## src/rtl/wasm_pkg.sv

```systemverilog
// Shared constants for the wasm boot path: section IDs,
// code base and default boot ROM geometry.
package wasm_pkg;

  localparam logic [7:0] CODE_BASE = 8'h30;

  localparam logic [7:0] SEC_CUSTOM   = 8'h00;
  localparam logic [7:0] SEC_TYPE     = 8'h01;
  localparam logic [7:0] SEC_IMPORT   = 8'h02;
  localparam logic [7:0] SEC_FUNCTION = 8'h03;
  localparam logic [7:0] SEC_TABLE    = 8'h04;
  localparam logic [7:0] SEC_MEMORY   = 8'h05;
  localparam logic [7:0] SEC_GLOBAL   = 8'h06;
  localparam logic [7:0] SEC_EXPORT   = 8'h07;
  localparam logic [7:0] SEC_START    = 8'h08;
  localparam logic [7:0] SEC_ELEMENT  = 8'h09;
  localparam logic [7:0] SEC_CODE     = 8'h0A;
  localparam logic [7:0] SEC_DATA     = 8'h0B;
  localparam logic [7:0] SEC_DATACNT  = 8'h0C;

  localparam int unsigned ROM_BYTES_DEF = 4096;
  localparam int unsigned MEM_AW_DEF    = 14;

  function automatic logic [7:0] sel_byte(
    input logic [31:0] w,
    input logic [1:0]  b
  );
    return w[8*b +: 8];
  endfunction

endpackage

```

## src/rtl/bootrom_responder.sv

```systemverilog
// Byte-wide boot ROM read port backed by a word store,
// with a one-word line buffer in front of it.
module bootrom_responder
  import wasm_pkg::*;
#(
  parameter int unsigned ROM_BYTES = ROM_BYTES_DEF,
  parameter int unsigned MEM_AW    = MEM_AW_DEF
) (
  input  logic              clk,
  input  logic              rst,
  input  logic [31:0]       rom_addr,
  input  logic              rom_read_en,
  output logic [7:0]        rom_data_out,
  output logic              rom_ready,
  output logic              mem_req,
  output logic [MEM_AW-1:0] mem_word_addr,
  input  logic              mem_rvalid,
  input  logic [31:0]       mem_rdata,
  output logic              rom_err
);

  typedef enum logic [2:0] {
    S_IDLE,
    S_FETCH,
    S_RESP,
    S_GAP,
    S_DRAIN
  } state_e;

  localparam logic [31:0] ROM_LIMIT = 32'(ROM_BYTES);

  state_e      state_q, state_d;
  logic [31:0] buf_q, buf_d;
  logic [29:0] tag_q, tag_d;
  logic        valid_q, valid_d;
  logic [31:0] addr_q, addr_d;
  logic        oor_q, oor_d;
  logic        err_q, err_d;
  logic [1:0]  drain_q, drain_d;

  logic in_range;
  logic hit;
  logic drain_done;

  assign in_range   = rom_addr < ROM_LIMIT;
  assign hit        = valid_q && (tag_q == rom_addr[31:2]);
  assign drain_done = mem_rvalid || (drain_q == 2'd3);

  always_comb begin
    state_d = state_q;
    buf_d   = buf_q;
    tag_d   = tag_q;
    valid_d = valid_q;
    addr_d  = addr_q;
    oor_d   = oor_q;
    err_d   = err_q;
    drain_d = drain_q;

    if (rst) begin
      valid_d = 1'b0;
      addr_d  = '0;
      oor_d   = 1'b0;
      err_d   = 1'b0;
      // an in-flight word read must be soaked up before reuse
      unique case (state_q)
        S_FETCH: begin
          state_d = S_DRAIN;
          drain_d = '0;
        end
        S_DRAIN: begin
          if (drain_done) state_d = S_IDLE;
          else drain_d = drain_q + 2'd1;
        end
        default: state_d = S_IDLE;
      endcase
    end else begin
      unique case (state_q)
        S_IDLE: begin
          if (rom_read_en) begin
            addr_d = rom_addr;
            oor_d  = !in_range;
            if (!in_range) begin
              err_d   = 1'b1;
              state_d = S_RESP;
            end else if (hit) begin
              state_d = S_RESP;
            end else begin
              state_d = S_FETCH;
            end
          end
        end
        S_FETCH: begin
          if (mem_rvalid) begin
            buf_d   = mem_rdata;
            tag_d   = addr_q[31:2];
            valid_d = 1'b1;
            state_d = rom_read_en ? S_RESP : S_GAP;
          end
        end
        S_RESP: state_d = S_GAP;
        S_GAP:  state_d = S_IDLE;
        S_DRAIN: begin
          if (drain_done) state_d = S_IDLE;
          else drain_d = drain_q + 2'd1;
        end
        default: state_d = S_IDLE;
      endcase
    end
  end

  always_ff @(posedge clk) begin
    state_q <= state_d;
    buf_q   <= buf_d;
    tag_q   <= tag_d;
    valid_q <= valid_d;
    addr_q  <= addr_d;
    oor_q   <= oor_d;
    err_q   <= err_d;
    drain_q <= drain_d;
  end

  assign rom_ready     = (state_q == S_RESP);
  assign rom_data_out  = (rom_ready && !oor_q)
                         ? sel_byte(buf_q, addr_q[1:0])
                         : 8'h00;
  assign mem_req       = (state_q == S_FETCH);
  assign mem_word_addr = addr_q[MEM_AW+1:2];
  assign rom_err       = err_q;

endmodule

```

## config.mk

```make
export PLATFORM = sky130hd
export DESIGN_NAME = bootrom_responder
export DESIGN_NICKNAME = d
export VERILOG_FILES = /design/src/rtl/wasm_pkg.sv /design/src/rtl/bootrom_responder.sv
export SDC_FILE = /design/constraint.sdc
export NUM_CORES = 1
export LEC_CHECK = 0
export BUFFER_PORTS_ARGS = -buffer_cell sky130_fd_sc_hd__clkbuf_2
export CAP_MARGIN = 20
export CORE_MARGIN = 2
export CORE_UTILIZATION = 25
export DETAILED_ROUTE_END_ITERATION = 10
export GPL_ROUTABILITY_DRIVEN = 0
export PLACE_DENSITY = 0.47
export RECOVER_POWER = 100
export SLEW_MARGIN = 20
export SYNTH_ARGS = -nofsm -noshare
export SYNTH_HDL_FRONTEND = slang
export SYNTH_SLANG_ARGS = --single-unit
```

## constraint.sdc

```tcl
create_clock -name clk -period 2.6 [get_ports clk]
set_input_delay 0.65 -clock clk [delete_from_list [all_inputs] [get_ports clk]]
set_output_delay 0.65 -clock clk [all_outputs]
set_load 0.01 [all_outputs]
```

==> results.yml <==
outcome:
  outcome: "finished clean"
route:
  wirelength_um: 9900
  via_count: 2761
  drcViolationCount: 0
  antenna_left: 0
  avgViaCountPerCell: 4.37
  wl_per_cell_um: 15.7
  first_iter_violations: 171
  drt_first_pass_iters: 4
finish:
  post-route-util: 0.306
  final_cells: 632
  multi_input_area_mm2: 0.00124
  fillCellCount: 1712
  diodes: 0
  regArea_mm2: 0.00271
  drive_gt1_frac: 0.250
  final_nets: 476
  synthToLayoutAreaGrowth_pct: 20.6
timing:
  timing.final.crit_share: 0.932
  rsz0062_at_grt: "false"
  hold_violations: 0
  layout_min_cycle_time_ps: 2420
  setup_viol: 0
  fmax_ghz: 0.413
  slew_headroom: 0.311
  timing_worst_slew_pin_value_ps: 1030
  report.final.slew_viol_count: 0
  setup_tns_ps: 0
  fin_skew_ps: 9.44
global_route:
  grt_pass1_wl_um: 15100
  groute.usage.overall: 0.113
  grt_pass1_vias: 2708
  grt-ovfl-total: 0
  grt_max_degree: 41
  antenna_found_initial: 0
floorplanning:
  die_x_um: 133
  start_util: 0.253
  ios: 93
  dieArea_mm2: 0.0177
  die_h_um: 133
  core_area_mm2: 0.0165
  num_rows: 47
yosys:
  synth_area_mm2: 0.00417
  avgSynthCellArea_um2: 12.8
  yosysWarnings: 0
  synth_nets: 396
  synth_edf_count: 67
  synth-seq-cells: 102
  yosysMostFrequentCell: "nand2_1"
  netlist_instances: 327
  seq_area_frac_synth: 0.650
  synth_top_area_frac: 0.482
  netlist-cell-type-count: 33
  async_flop_share: 0
  synth_top_cells_by_area: "edfxtp_1 (48%), dfxtp_1 (17%), nand2_1 (6.5%)"
  synth_area_leader_cell: "edfxtp_1"
  netlist_top_cells_count: "nand2_1 (72), edfxtp_1 (67), dfxtp_1 (35), a21oi_1 (29), xnor2_1 (28)"
  synthFlopType: "edfxtp_1"
clock_network:
  cts_tree: "yes"
  htree_num_levels: 3
  root_buffer: "clkbuf_16"
  cts_sinks: 102
  clk_path_buf_depth: 2
  clk_pin_slew_ps: 80
  clk_latency_ps: 340
  post_cts_buffers: 0
  cts_buffers: 9
critical_path:
  timing.rr.start: "state_q[1]$_DFFE_PP_"
  rrSetupSlack_ps: 360
  cp.arrival_ps: 1770
  worstReg2RegEnd: "buf_q[20]$_DFFE_PP_"
  ff2ff_path_depth: 4
  crit_path_end_kind: "primary output"
  critical_path_class: "reg -> out"
  crit_fanout: 8
  cp-start-kind: "flop"
  cp_data_required_time_ps: 1950
min_path:
  min-delay-start: "addr_q[28]$_SDFFE_PP0P_"
  whs_path_depth: 0
  hold_class: "reg -> reg"
  min_to: "tag_q[26]$_DFFE_PP_"
power:
  p_leak_uw: 0.00173
  powerDensity_mw_per_mm2: 901
  ir_drop_v: 0.000364
run:
  cap_violations: 0
place:
  port_buffers: 92
  place_hpwl_um: 6990
  dp.cells: 616
-- worst max path at each step --
stage,endpoint,slack [ps],depth (start not counted),start
6_report,rom_data_out[6],180,4,state_q[0]$_DFFE_PP_
2_1_floorplan,buf_q[0]$_DFFE_PP_,420,3,state_q[1]$_DFFE_PP_
3_3_place_gp,rom_data_out[5],360,3,addr_q[0]$_SDFFE_PP0P_
5_1_grt,rom_data_out[0],60,4,state_q[0]$_DFFE_PP_
4_1_cts,rom_data_out[1],20,4,state_q[0]$_DFFE_PP_
3_5_place_dp,rom_data_out[1],350,3,addr_q[0]$_SDFFE_PP0P_
-- layout by cell type (no fill, tap or decap), drive strengths merged, types with 2 or more instances in the layout --
| cell | count |
|---|---|
| a21oi | 37 |
| and3 | 2 |
| buf | 3 |
| clkbuf | 105 |
| dfxtp | 35 |
| edfxtp | 67 |
| inv | 6 |
| mux2i | 2 |
| mux4 | 8 |
| nand2 | 72 |
| nand2b | 2 |
| nand4 | 7 |
| nor2 | 7 |
| nor2b | 8 |
| nor4 | 7 |
| xnor2 | 28 |
| xor2 | 3 |
-- repair_timing --
item / 4_1_cts / 5_1_grt
pin swaps: 0 / 0
hold buffers: 0 / 0
gates resized for setup: 1 / 1
endpoints found under the setup margin: 8 / 8
-- final cells by class --
type | count | area share
tap | 220 | 0.0547
multi-input combinational | 195 | 0.246
sequential | 102 | 0.539
inverter | 1 | 0.000746
clock inverter | 6 | 0.0157
clock buffer | 10 | 0.0497
timing repair buffer | 98 | 0.0939
-- routing by layer --
layer	global-route usage	part of all wire	vias to the layer above
met4	0.0337	0.016	0
met3	0.0354	0.064	11
li1	-	-	1305
met1	0.152	0.47	1349
met5	0	0	-
met2	0.175	0.45	96
-- registers in the layout, indices dropped and copies added, names as in the netlist --
name,flops
tag_q,30
drain_q,2
addr_q,32
state_q,3
buf_q,32
oor_q,1
rom_err,1
valid_q,1
-- kinds of logic after synthesis --
group	after synthesis	synth area share
AOI/OAI and AO/OA	43	0.0618
xor gates and xnor gates	31	0.0651
buffers and inverters	30	0.0498
adders and majority gates	1	0.00300
DFF	102	0.650
muxes	10	0.0480
and+or+nand+nor	110	0.123
-- worst max-delay path, cell delays in order (launching register included) --
cell      delay [ps]
edfxtp_1         500
nand2b_1         220
or3_4            410
nor2b_1          140
clkbuf_1         170
-- power breakdown --
part / total (µW) / internal (µW) / leakage (µW) / switching, µW
clock: 1470 / 830 / 0.000165 / 636
sequential: 2130 / 1980 / 0.000905 / 149
combinational: 942 / 365 / 0.000662 / 577
total: 4540 / 3180 / 0.00173 / 1360
-- metrics by stage --
step	worst slack [ps]	power, µW	hold WS, ps	instance area (µm²)
4_1_cts	18.4	4650	438	5090
3_3_place_gp	356	3140	412	4760
3_5_place_dp	352	3170	419	4760
5_1_grt	59.8	4790	447	5030
2_1_floorplan	420	2870	408	4180
6_report	177	4540	436	5030
(Power assumes the default switching activity.)
